[config.mk]
export PLATFORM = sky130hd
export DESIGN_NAME = mult_sched_flat
export DESIGN_NICKNAME = d
export VERILOG_FILES = /design/src/rtl/mult_sched_pkg.sv /design/src/rtl/mult_sched_if.sv /design/src/rtl/mult_sched_rr_arb2.sv /design/src/rtl/mult_sched.sv /design/src/flat_wrapper.sv
export SDC_FILE = /design/constraint.sdc
export NUM_CORES = 1
export LEC_CHECK = 0
export CAP_MARGIN = 20
export CORE_MARGIN = 4
export CORE_UTILIZATION = 30
export DETAILED_ROUTE_END_ITERATION = 8
export MAX_ROUTING_LAYER = met4
export SLEW_MARGIN = 30
export SYNTH_ARGS = -nofsm -noshare
export SYNTH_HDL_FRONTEND = slang
export SYNTH_SLANG_ARGS = --single-unit
[constraint.sdc]
create_clock -name clk -period 1.8 [get_ports clk]
set_input_delay 0.18 -clock clk [delete_from_list [all_inputs] [get_ports clk]]
set_output_delay 0.18 -clock clk [all_outputs]
set_load 0.005 [all_outputs]
[src/rtl/mult_sched_pkg.sv]
// ---------------------------------------------------------------------------
// mult_sched_pkg
// Shared types and defaults for the two-requester multiplier scheduler.
//   state_e         : scheduler FSM states
//   req_id_t        : requester index (0 or 1)
//   DEFAULT_DATA_W  : operand width; products are twice this width
//   DEFAULT_TIMEOUT : BUSY-cycle budget before the core is aborted
//   CORE_LATENCY    : nominal start-to-done latency of the shift-add core
//   onehot_to_id()  : converts a 2-bit one-hot grant into a requester index
// ---------------------------------------------------------------------------
package mult_sched_pkg;

  typedef enum logic [1:0] {
    ST_IDLE  = 2'd0,
    ST_ISSUE = 2'd1,
    ST_BUSY  = 2'd2,
    ST_RESP  = 2'd3
  } state_e;

  typedef logic req_id_t;

  localparam int DEFAULT_DATA_W  = 32;
  localparam int DEFAULT_TIMEOUT = 40;
  localparam int CORE_LATENCY    = 33;

  // Only meaningful for a one-hot or zero input; bit 1 alone selects id 1.
  function automatic req_id_t onehot_to_id(input logic [1:0] oh);
    return req_id_t'(oh[1] & ~oh[0]);
  endfunction

endpackage

[src/rtl/mult_sched_if.sv]
// ---------------------------------------------------------------------------
// mult_sched_if
// Bundles the requester handshakes and the multiplier-core control/data
// signals that the scheduler talks to.
//   slave  : scheduler view (drives req_ready, rsp_*, core_start/abort/a/b)
//   master : environment view (requesters plus the multiplier core)
// Requester i operands live in req_a/req_b bits [i*DATA_W +: DATA_W].
// ---------------------------------------------------------------------------
interface mult_sched_if #(
  parameter int DATA_W = mult_sched_pkg::DEFAULT_DATA_W
);

  // Requester side
  logic [1:0]          req_valid;
  logic [1:0]          req_ready;
  logic [2*DATA_W-1:0] req_a;
  logic [2*DATA_W-1:0] req_b;
  logic [1:0]          rsp_valid;
  logic [1:0]          rsp_ready;
  logic [2*DATA_W-1:0] rsp_result;
  logic                rsp_err;

  // Multiplier core side
  logic                core_start;
  logic                core_abort;
  logic [DATA_W-1:0]   core_a;
  logic [DATA_W-1:0]   core_b;
  logic                core_done;
  logic [2*DATA_W-1:0] core_result;

  modport slave (
    input  req_valid, req_a, req_b, rsp_ready, core_done, core_result,
    output req_ready, rsp_valid, rsp_result, rsp_err,
           core_start, core_abort, core_a, core_b
  );

  modport master (
    output req_valid, req_a, req_b, rsp_ready, core_done, core_result,
    input  req_ready, rsp_valid, rsp_result, rsp_err,
           core_start, core_abort, core_a, core_b
  );

endinterface

[src/rtl/mult_sched_rr_arb2.sv]
// ---------------------------------------------------------------------------
// rr_arb2
// Purely combinational 2-way round-robin arbiter.
//   req_valid [1:0] in  : per-requester request
//   ptr             in  : favoured requester when both request
//   grant     [1:0] out : one-hot grant (zero when nobody requests)
// ---------------------------------------------------------------------------
module rr_arb2
  import mult_sched_pkg::*;
(
  input  logic [1:0] req_valid,
  input  req_id_t    ptr,
  output logic [1:0] grant
);

  // A requester wins if it is favoured, or if the other one is not asking.
  for (genvar gi = 0; gi < 2; gi++) begin : g_lane
    assign grant[gi] = req_valid[gi] & ((ptr == req_id_t'(gi)) | ~req_valid[1-gi]);
  end

endmodule

[src/rtl/mult_sched.sv]
// ---------------------------------------------------------------------------
// mult_sched
// Time-shares one sequential multiplier core between two requesters.
// A round-robin winner's operands are latched, the core is launched with a
// one-cycle start pulse, and a watchdog aborts the core if it overruns.
// The product (or a zero result with rsp_err set) is held on the winner's
// response channel until accepted.
//   clk   in : rising-edge clock
//   reset in : asynchronous, active-low; clears all state
//   bus       : mult_sched_if.slave (requester handshakes + core control)
// ---------------------------------------------------------------------------
module mult_sched
  import mult_sched_pkg::*;
#(
  parameter int DATA_W  = DEFAULT_DATA_W,
  parameter int TIMEOUT = DEFAULT_TIMEOUT
) (
  input  logic        clk,
  input  logic        reset,
  mult_sched_if.slave bus
);

  localparam int CNT_W = (TIMEOUT > 2) ? $clog2(TIMEOUT) : 1;
  localparam logic [CNT_W-1:0] CNT_LAST = CNT_W'(TIMEOUT - 1);

  state_e              state_q, state_d;
  req_id_t             ptr_q, ptr_d;
  req_id_t             owner_q, owner_d;
  logic [DATA_W-1:0]   a_q, a_d;
  logic [DATA_W-1:0]   b_q, b_d;
  logic [2*DATA_W-1:0] result_q, result_d;
  logic                err_q, err_d;
  logic [CNT_W-1:0]    cnt_q, cnt_d;

  logic [1:0]          grant;
  logic [1:0]          req_ready_c;
  logic [1:0]          rsp_valid_c;
  logic                start_c;
  logic                abort_c;

  // Unpack the per-requester operand lanes.
  logic [DATA_W-1:0]   lane_a [2];
  logic [DATA_W-1:0]   lane_b [2];

  for (genvar gi = 0; gi < 2; gi++) begin : g_lane
    assign lane_a[gi] = bus.req_a[gi*DATA_W +: DATA_W];
    assign lane_b[gi] = bus.req_b[gi*DATA_W +: DATA_W];
  end

  rr_arb2 u_arb (
    .req_valid (bus.req_valid),
    .ptr       (ptr_q),
    .grant     (grant)
  );

  // State register
  always_ff @(posedge clk or negedge reset) begin
    if (!reset) begin
      state_q  <= ST_IDLE;
      ptr_q    <= '0;
      owner_q  <= '0;
      a_q      <= '0;
      b_q      <= '0;
      result_q <= '0;
      err_q    <= 1'b0;
      cnt_q    <= '0;
    end else begin
      state_q  <= state_d;
      ptr_q    <= ptr_d;
      owner_q  <= owner_d;
      a_q      <= a_d;
      b_q      <= b_d;
      result_q <= result_d;
      err_q    <= err_d;
      cnt_q    <= cnt_d;
    end
  end

  // Next-state and output decode
  always_comb begin
    state_d     = state_q;
    ptr_d       = ptr_q;
    owner_d     = owner_q;
    a_d         = a_q;
    b_d         = b_q;
    result_d    = result_q;
    err_d       = err_q;
    cnt_d       = cnt_q;
    req_ready_c = 2'b00;
    rsp_valid_c = 2'b00;
    start_c     = 1'b0;
    abort_c     = 1'b0;

    unique case (state_q)
      ST_IDLE: begin
        req_ready_c = grant;
        if (grant != 2'b00) begin
          owner_d = onehot_to_id(grant);
          a_d     = lane_a[onehot_to_id(grant)];
          b_d     = lane_b[onehot_to_id(grant)];
          state_d = ST_ISSUE;
        end
      end

      ST_ISSUE: begin
        start_c = 1'b1;
        cnt_d   = '0;
        state_d = ST_BUSY;
      end

      ST_BUSY: begin
        // Completion takes precedence over a watchdog expiry in the same cycle.
        if (bus.core_done) begin
          result_d = bus.core_result;
          err_d    = 1'b0;
          state_d  = ST_RESP;
        end else if (cnt_q == CNT_LAST) begin
          abort_c  = 1'b1;
          result_d = '0;
          err_d    = 1'b1;
          state_d  = ST_RESP;
        end else begin
          cnt_d = cnt_q + 1'b1;
        end
      end

      ST_RESP: begin
        rsp_valid_c[owner_q] = 1'b1;
        if (bus.rsp_ready[owner_q]) begin
          ptr_d   = ~owner_q;
          state_d = ST_IDLE;
        end
      end

      default: state_d = ST_IDLE;
    endcase
  end

  // req_ready is the only output that follows inputs combinationally, so it
  // is masked while reset is held to keep every output at its reset value.
  assign bus.req_ready  = req_ready_c & {2{reset}};
  assign bus.rsp_valid  = rsp_valid_c;
  assign bus.rsp_result = result_q;
  assign bus.rsp_err    = err_q;
  assign bus.core_start = start_c;
  assign bus.core_abort = abort_c;
  assign bus.core_a     = a_q;
  assign bus.core_b     = b_q;

endmodule

[src/flat_wrapper.sv]
// flat-port wrapper written by rule: the top's interface ports become plain ports
module mult_sched_flat import mult_sched_pkg::*;
#(
  parameter int DATA_W  = DEFAULT_DATA_W,
  parameter int TIMEOUT = DEFAULT_TIMEOUT
)
  (clk, reset, bus_req_valid, bus_req_a, bus_req_b, bus_rsp_ready, bus_core_done, bus_core_result, bus_req_ready, bus_rsp_valid, bus_rsp_result, bus_rsp_err, bus_core_start, bus_core_abort, bus_core_a, bus_core_b);
  mult_sched_if #(.DATA_W(DATA_W)) bus_i ();
  input  logic clk;
  input  logic reset;
  input wire logic [$bits(bus_i.req_valid)-1:0] bus_req_valid;
  input wire logic [$bits(bus_i.req_a)-1:0] bus_req_a;
  input wire logic [$bits(bus_i.req_b)-1:0] bus_req_b;
  input wire logic [$bits(bus_i.rsp_ready)-1:0] bus_rsp_ready;
  input wire logic [$bits(bus_i.core_done)-1:0] bus_core_done;
  input wire logic [$bits(bus_i.core_result)-1:0] bus_core_result;
  output wire logic [$bits(bus_i.req_ready)-1:0] bus_req_ready;
  output wire logic [$bits(bus_i.rsp_valid)-1:0] bus_rsp_valid;
  output wire logic [$bits(bus_i.rsp_result)-1:0] bus_rsp_result;
  output wire logic [$bits(bus_i.rsp_err)-1:0] bus_rsp_err;
  output wire logic [$bits(bus_i.core_start)-1:0] bus_core_start;
  output wire logic [$bits(bus_i.core_abort)-1:0] bus_core_abort;
  output wire logic [$bits(bus_i.core_a)-1:0] bus_core_a;
  output wire logic [$bits(bus_i.core_b)-1:0] bus_core_b;
  assign bus_i.req_valid = bus_req_valid;
  assign bus_i.req_a = bus_req_a;
  assign bus_i.req_b = bus_req_b;
  assign bus_i.rsp_ready = bus_rsp_ready;
  assign bus_i.core_done = bus_core_done;
  assign bus_i.core_result = bus_core_result;
  assign bus_req_ready = bus_i.req_ready;
  assign bus_rsp_valid = bus_i.rsp_valid;
  assign bus_rsp_result = bus_i.rsp_result;
  assign bus_rsp_err = bus_i.rsp_err;
  assign bus_core_start = bus_i.core_start;
  assign bus_core_abort = bus_i.core_abort;
  assign bus_core_a = bus_i.core_a;
  assign bus_core_b = bus_i.core_b;
  mult_sched #(.DATA_W(DATA_W), .TIMEOUT(TIMEOUT)) u_core (.clk(clk), .reset(reset), .bus(bus_i));
endmodule
Word-level counts from Yosys, hierarchy flattened
Index checks and enable logic that the tools add are counted.

operators by class
  reduce and logical (&&, ||, !) cells = 10
  muxes and demuxes = 28
  add/subtract/negate cells = 1
  equality and inequality tests = 9
  order comparisons = 3
  bitwise gates (word level) = 12

operators by type and width
  kind                                                                      number
  32-bit two-way mux                                                        6
  64-bit two-way mux                                                        2
  2-bit two-way mux                                                         6
  6-bit two-way mux                                                         2
  6-bit one-hot mux with 2 select lines                                     1
  1-bit two-way mux                                                         9
  2-bit one-hot mux with 4 select lines                                     1
  6-bit by 1-bit adder with 6-bit output (second input constant)            1
  6-bit equality test (second input constant)                               1
  2-bit AND reduction                                                       3
  3-bit AND reduction                                                       2
  2-bit nonzero test                                                        3
  1-bit NOT                                                                 5
  2-bit equality test (second input constant)                               2
  2-bit by 1-bit inequality test with 1-bit output (second input constant)  2
  2-bit inequality test (second input constant)                             2
  1-bit bitwise AND                                                         3
  3-bit by 2-bit inequality test with 1-bit output (second input constant)  1
  2-bit bitwise AND                                                         1
  2-bit by 1-bit equality test with 1-bit output (second input constant)    1
  2-bit greater-or-equal comparator (second input constant)                 1
  2-bit logical NOT                                                         1
  1-bit by 2-bit < comparator with 1-bit output (second input constant)     1
  1-bit NOT with 2-bit output                                               1
  4 further kinds                                                           5

word-level totals
  register bits = 139
  input port bits = 199
  logic and storage cells = 71
  output and inout bits = 135

Logic depth before layout (Yosys ltp)
  depth in word-level cells = 9
  depth in mapped cells = 8
  mapped depth without buffers = 6

Cells and area by module
From an unflattened synthesis, not the netlist that was laid out.

unflattened totals
  cells, all modules = 574
  area, all modules = 6,058.3 um^2

modules (own cells, without submodules)
  module      seq. area each (um^2)  area each (um^2)  cells an instance  times used
  mult_sched  3,478.3                6,039.5           571                1
  rr_arb2     0.0                    18.8              3                  1

Worst setup path before layout
OpenSTA, ideal clock, no wires.

  path kind = register to register
  start point = reg u_core.state_q[0]
  end point = reg u_core.state_q[1]
  library setup time = 0.125 ns
  path slack = 0.240 ns
  required time = 1.675 ns
  cell stages (with the launch flop) = 7
  period minus slack after synthesis = 1.560 ns
  path buffers = 0
  arrival = 1.435 ns
  cells stage by stage = dfrtp_1 -> inv_1 -> ha_1 -> and2b_1 -> o21ai_2 -> o311ai_1 -> mux2_2

between the ends
  cells in the longest elaborated chain, start to end = 3
  elaborated cells between the ends (all ways) = 9
  classes of those cells = 6 x eq/ne; 1 x mux; 2 x reduce/logical

RTL lines
  what                                                                                                                            RTL line          text
  start: declaration                                                                                                              mult_sched.sv:26  state_e state_q, state_d;
  start signal: assignment                                                                                                        mult_sched.sv:68  state_q <= state_d;
  2-bit equality test or 2-bit logical NOT (tied branches)                                                                        mult_sched.sv:94  unique case (state_q)
  3-bit by 2-bit inequality test with 1-bit output (no line) or 2-bit by 1-bit inequality test with 1-bit output (tied branches)  --
  3-bit AND reduction (no line)                                                                                                   --

Several ways; a longest one is shown, not always the timed one.
A chain may end at the register's enable or synchronous reset.

Worst setup path in the final report
  start point = reg u_core.cnt_q[0]
  end point = out bus_core_abort

between the ends
  cells in the longest elaborated chain, start to end = 4

RTL lines
  what                      RTL line            text
  start: declaration        mult_sched.sv:33    logic [CNT_W-1:0] cnt_q, cnt_d;
  start signal: assignment  mult_sched.sv:75    cnt_q <= cnt_d;
  6-bit equality test       mult_sched.sv:117   end else if (cnt_q == CNT_LAST) begin
  1-bit two-way mux         mult_sched.sv:117
  1-bit two-way mux         mult_sched.sv:113   if (bus.core_done) begin
  1-bit two-way mux         mult_sched.sv:94
  end: declaration          flat_wrapper.sv:22  output wire logic [$bits(bus_i.core_abort)-1:0] bus_core_abort;

Every way passes these cells.

==> flow_summary.html <==
<table>
<tr><th>Metric</th><th>Value</th></tr>
<tr><th colspan="2">Yosys</th></tr>
<tr><td>Register bit total from synthesis</td><td>139</td></tr>
<tr><td>Largest family of logic cells by synthesized area</td><td>simple AND/OR/NAND/NOR gates</td></tr>
<tr><td>Post-synthesis simple-gate area fraction</td><td>14.3%</td></tr>
<tr><td>Fraction of the mapped netlist area in compound gates</td><td>12.4%</td></tr>
<tr><td>Share of the yosys chip area belonging to registers</td><td>57.4%</td></tr>
<tr><td>Adder-cell share of the synthesized area</td><td>1.03%</td></tr>
<tr><td>Synthesized net count</td><td>826</td></tr>
<tr><td>Distinct cell type count of the synthesized netlist</td><td>36</td></tr>
<tr><td>Area of the mapped netlist</td><td>0.00606 mm²</td></tr>
<tr><td>Warnings, synthesis</td><td>0</td></tr>
<tr><td>Multiplexer fraction of the synthesized cell area</td><td>10.9%</td></tr>
<tr><td>Synthesized area per cell</td><td>9.74 µm²</td></tr>
<tr><td>Post-synthesis xor/xnor area fraction</td><td>0.145%</td></tr>
<tr><td>Gate count of the mapped netlist</td><td>622</td></tr>
<tr><th colspan="2">Pwr</th></tr>
<tr><td>Maximum resistive drop on vdd</td><td>0.592 mV</td></tr>
<tr><td>Part of the power in the clock network</td><td>21.8%</td></tr>
<tr><td>Switch share</td><td>32.3%</td></tr>
<tr><td>Share of total power in sequential cells</td><td>34.0%</td></tr>
<tr><td>Total power</td><td>15.7 mW</td></tr>
<tr><td>Power density cells</td><td>1460 mW/mm²</td></tr>
<tr><td>P_int</td><td>10.7 mW</td></tr>
<tr><td>Part of the power in combinational logic</td><td>44.2%</td></tr>
<tr><td>P_sw</td><td>5.09 mW</td></tr>
<tr><td>Leakage power</td><td>4.77 nW</td></tr>
<tr><th colspan="2">Setup path</th></tr>
<tr><td>Worst path arrival time</td><td>1660 ps</td></tr>
<tr><td>Largest fanout on the critical path</td><td>3</td></tr>
<tr><td>Critical Path RT</td><td>1620 ps</td></tr>
<tr><td>CP endpoint kind</td><td>primary output</td></tr>
<tr><td>CP Launch Type</td><td>flop</td></tr>
<tr><td>Kind of critical path</td><td>reg2out</td></tr>
<tr><th colspan="2">STA</th></tr>
<tr><td>TNS Setup</td><td>-37.3 ps</td></tr>
<tr><td>Max-slew headroom</td><td>55.2%</td></tr>
<tr><td>RSZ-0062 raised after global routing</td><td>yes</td></tr>
<tr><td>Final-report setup violation count</td><td>1</td></tr>
<tr><td>Max Slew Vio Count</td><td>0</td></tr>
<tr><td>Peak clock frequency supported by timing</td><td>544 MHz</td></tr>
<tr><td>Setup clock skew after layout</td><td>10.5 ps</td></tr>
<tr><td>Ratio of final minimum period to clock period</td><td>102%</td></tr>
<tr><td>Final min period</td><td>1840 ps</td></tr>
<tr><td>Actual transition at the worst max-transition pin</td><td>672 ps</td></tr>
<tr><td>Hold violation total from the final report</td><td>0</td></tr>
<tr><td>Setup WS post-layout</td><td>-37.3 ps</td></tr>
<tr><th colspan="2">Detailed routing</th></tr>
<tr><td>Routed wire length</td><td>21700 µm</td></tr>
<tr><td>Via total after detailed routing</td><td>5692</td></tr>
<tr><td>WL/cell</td><td>17.1 µm</td></tr>
<tr><td>Number of nets with antenna violations after detailed routing</td><td>0</td></tr>
<tr><td>Vias per cell</td><td>4.50</td></tr>
<tr><td>Residual DRC count</td><td>0</td></tr>
<tr><td>Number of search-and-repair iterations in the first detailed-routing pass</td><td>4</td></tr>
<tr><td>DR iter-0 viols</td><td>234</td></tr>
<tr><th colspan="2">Global route</th></tr>
<tr><td>Largest net degree at the start of global routing</td><td>105</td></tr>
<tr><td>Global-route wire length before repair</td><td>31800 µm</td></tr>
<tr><td>Congestion Overflow GR</td><td>0</td></tr>
<tr><td>Antenna violations before repair</td><td>0</td></tr>
<tr><td>Number of global-route vias before repair</td><td>5806</td></tr>
<tr><td>GRT Overall Usage</td><td>18.9%</td></tr>
<tr><th colspan="2">Hold path</th></tr>
<tr><td>Class of the most critical hold timing path</td><td>in2reg</td></tr>
<tr><th colspan="2">Layout</th></tr>
<tr><td>Antenna diode count</td><td>0</td></tr>
<tr><td>Ratio of cells with drive above 1 in the final layout</td><td>10.4%</td></tr>
<tr><td>Final Util</td><td>54.8%</td></tr>
<tr><td>Synthesis-to-layout area growth</td><td>77.7%</td></tr>
<tr><td>Final design instance area without fill</td><td>0.0108 mm²</td></tr>
<tr><td>Number of nets in the layout</td><td>1192</td></tr>
<tr><th colspan="2">Die</th></tr>
<tr><td>Total number of placement rows</td><td>51</td></tr>
<tr><td>Y dimension of the die</td><td>150 µm</td></tr>
<tr><td>X dimension of the die</td><td>150 µm</td></tr>
<tr><td>Boundary pin count</td><td>334</td></tr>
<tr><td>Initial core utilization</td><td>30.8%</td></tr>
<tr><td>Die area</td><td>0.0225 mm²</td></tr>
<tr><td>Core footprint</td><td>0.0197 mm²</td></tr>
<tr><th colspan="2">Placed design</th></tr>
<tr><td>Buffers added on ports</td><td>333</td></tr>
<tr><td>RD Place Congestion</td><td>0.797</td></tr>
<tr><td>Placed cell area</td><td>0.00998 mm²</td></tr>
<tr><td>Half-perimeter wire length after detailed placement</td><td>15900 µm</td></tr>
<tr><th colspan="2">Status</th></tr>
<tr><td>Run status</td><td>complete, but fails checks</td></tr>
<tr><td>Violated checks</td><td>negative setup slack</td></tr>
<tr><th colspan="2">Clocking</th></tr>
<tr><td>CTS tree</td><td>done</td></tr>
<tr><td>Clock Pin Slew Worst Setup and Hold Paths</td><td>60 ps</td></tr>
<tr><td>Clock Latency Late Sink</td><td>420 ps</td></tr>
<tr><td>TritonCTS buffer count</td><td>17</td></tr>
<tr><td>Sink Count</td><td>139</td></tr>
<tr><td>Clk buf depth</td><td>2</td></tr>
<tr><td>CTS H-tree depth</td><td>4</td></tr>
<tr><td>Cell at the root of the clock tree</td><td>clkbuf_16</td></tr>
<tr><th colspan="2">Flow run</th></tr>
<tr><td>Max-cap violations</td><td>0</td></tr>
</table>
==> power groups by stage <==
stage	Combinational [mW]	Clock (mW)	Sequential [mW]
5_1_grt	7.69	3.71	5.55
3_3_place_gp	6.90	0	5.33
2_1_floorplan	2.27	0	5.45
3_5_place_dp	6.95	0	5.36
6_report	6.96	3.44	5.34
4_1_cts	6.98	3.55	5.37
==> final timing paths <==
check	end	cells past startpoint	slack (ps)	startpoint
setup / recovery	bus_core_abort	5	-40	u_core.cnt_q[0]
hold / removal	u_core.bus.rsp_result[61]	3	310	bus_core_result[61]
setup reg to reg	u_core.bus.rsp_result[6]	8	60	u_core.cnt_q[0]
hold reg to reg	u_core.bus.core_a[8]	2	480	u_core.bus.core_a[8]
max in group asynchronous	u_core.bus.core_a[9]	3	830	reset
min in group asynchronous	u_core.bus.rsp_result[60]	3	410	reset
==> cell type report <==
| type | count | area (µm²) |
|---|---|---|
| clock buffer | 19 | 433 |
| clock inverter | 13 | 143 |
| fill | 1880 | 8890 |
| inverter | 5 | 18.8 |
| multi-input combinational | 436 | 2420 |
| sequential | 139 | 3480 |
| tap | 265 | 332 |
| timing repair buffer | 389 | 3940 |
==> registers in the layout, indices dropped and copies added (netlist names) <==
| register | cells |
|---|---|
| u_core.bus.rsp_result | 64 |
| u_core.ptr_q | 1 |
| u_core.bus.core_b | 32 |
| u_core.bus.core_a | 32 |
| u_core.bus.rsp_err | 1 |
| u_core.cnt_q | 6 |
| u_core.state_q | 2 |
| u_core.owner_q | 1 |
==> per-layer routing <==
layer	track usage [%]	vias up	share of wire [%]
li1	-	2819	-
met1	23.2	2612	42
met2	29.2	243	46
met3	7.71	18	11
met5	-	-	0
met4	4.80	0	1.2
==> synthesized netlist by cell type <==
library cell	instances	share of area [%]
buf_4	10	1.2
buf_6	1	0.19
nor3_1	2	0.17
mux2_2	1	0.19
xnor2_1	1	0.14
clkbuf_1	21	1.3
nor2b_1	1	0.10
buf_2	8	0.66
mux2i_1	65	11
buf_1	1	0.062
nor2_1	1	0.062
ha_1	5	1.0
a211oi_1	1	0.12
dfrtp_1	139	57
nand4_1	2	0.21
a21o_1	1	0.12
nand3b_1	1	0.12
o21a_1	1	0.12
nand3_1	5	0.41
o21ai_1	44	3.6
o31ai_1	1	0.12
nand2_1	200	12
o211ai_1	1	0.12
inv_1	5	0.31
o21ai_0	92	7.6
o311ai_1	1	0.14
and3_1	1	0.10
nand4b_1	1	0.14
a21oi_1	1	0.083
or2_1	1	0.10
clkbuf_2	1	0.083
and2b_1	1	0.12
nor2_2	1	0.10
a32oi_1	1	0.14
and2_1	2	0.21
o21ai_2	1	0.14
==> layout by cell type, fill, tap and decap left out, types with 3 or more instances in the layout <==
cell and n:
dlygate4sd2_1 4, clkinv_2 3, dfrtp_1 138, clkdlybuf4s50_1 326
buf_6 5, clkbuf_16 19, o21ai_1 61, o21ai_0 73
buf_4 37, mux2i_1 65, buf_12 12, clkinv_4 4
nand2_1 199, inv_1 3, nand3_1 5
==> critical path: stages (launching register included) <==
cell and delay [ps]:
dfrtp_1 360, ha_2 200, nand4b_1 130, or2_4 280
nor3_2 150, buf_2 130
==> metrics by stage <==
step,worst slack [ps],hold WS (ps),instances
floorplan,240,-116,622
global placement,-19.7,332,1220
detailed placement,-8.29,330,1220
CTS,-109,285,1254
global route,-129,304,1266
finish,-37.3,307,1266
==> kinds of logic (layout without fill, tap and decap cells) <==
logic type,count (synthesis),in the layout
buffers and inverters,47,426
adders and majority gates,5,5
AOI/OAI and AO/OA,145,145
DFF,139,139
muxes,66,66
xor gates and xnor gates,1,1
and+or+nand+nor,219,219
==> what timing repair did <==
| item | CTS | global route |
|---|---|---|
| gates resized for setup | 21 | 24 |
| hold endpoints to repair | 139 | 0 |
| gates cloned | 0 | 5 |
| pin swaps | 2 | 4 |
| setup endpoints to repair | 6 | 36 |
| buffers inserted | 1 | 7 |
| hold buffers | 1 | 0 |
Power figures use the tool's default switching activity.
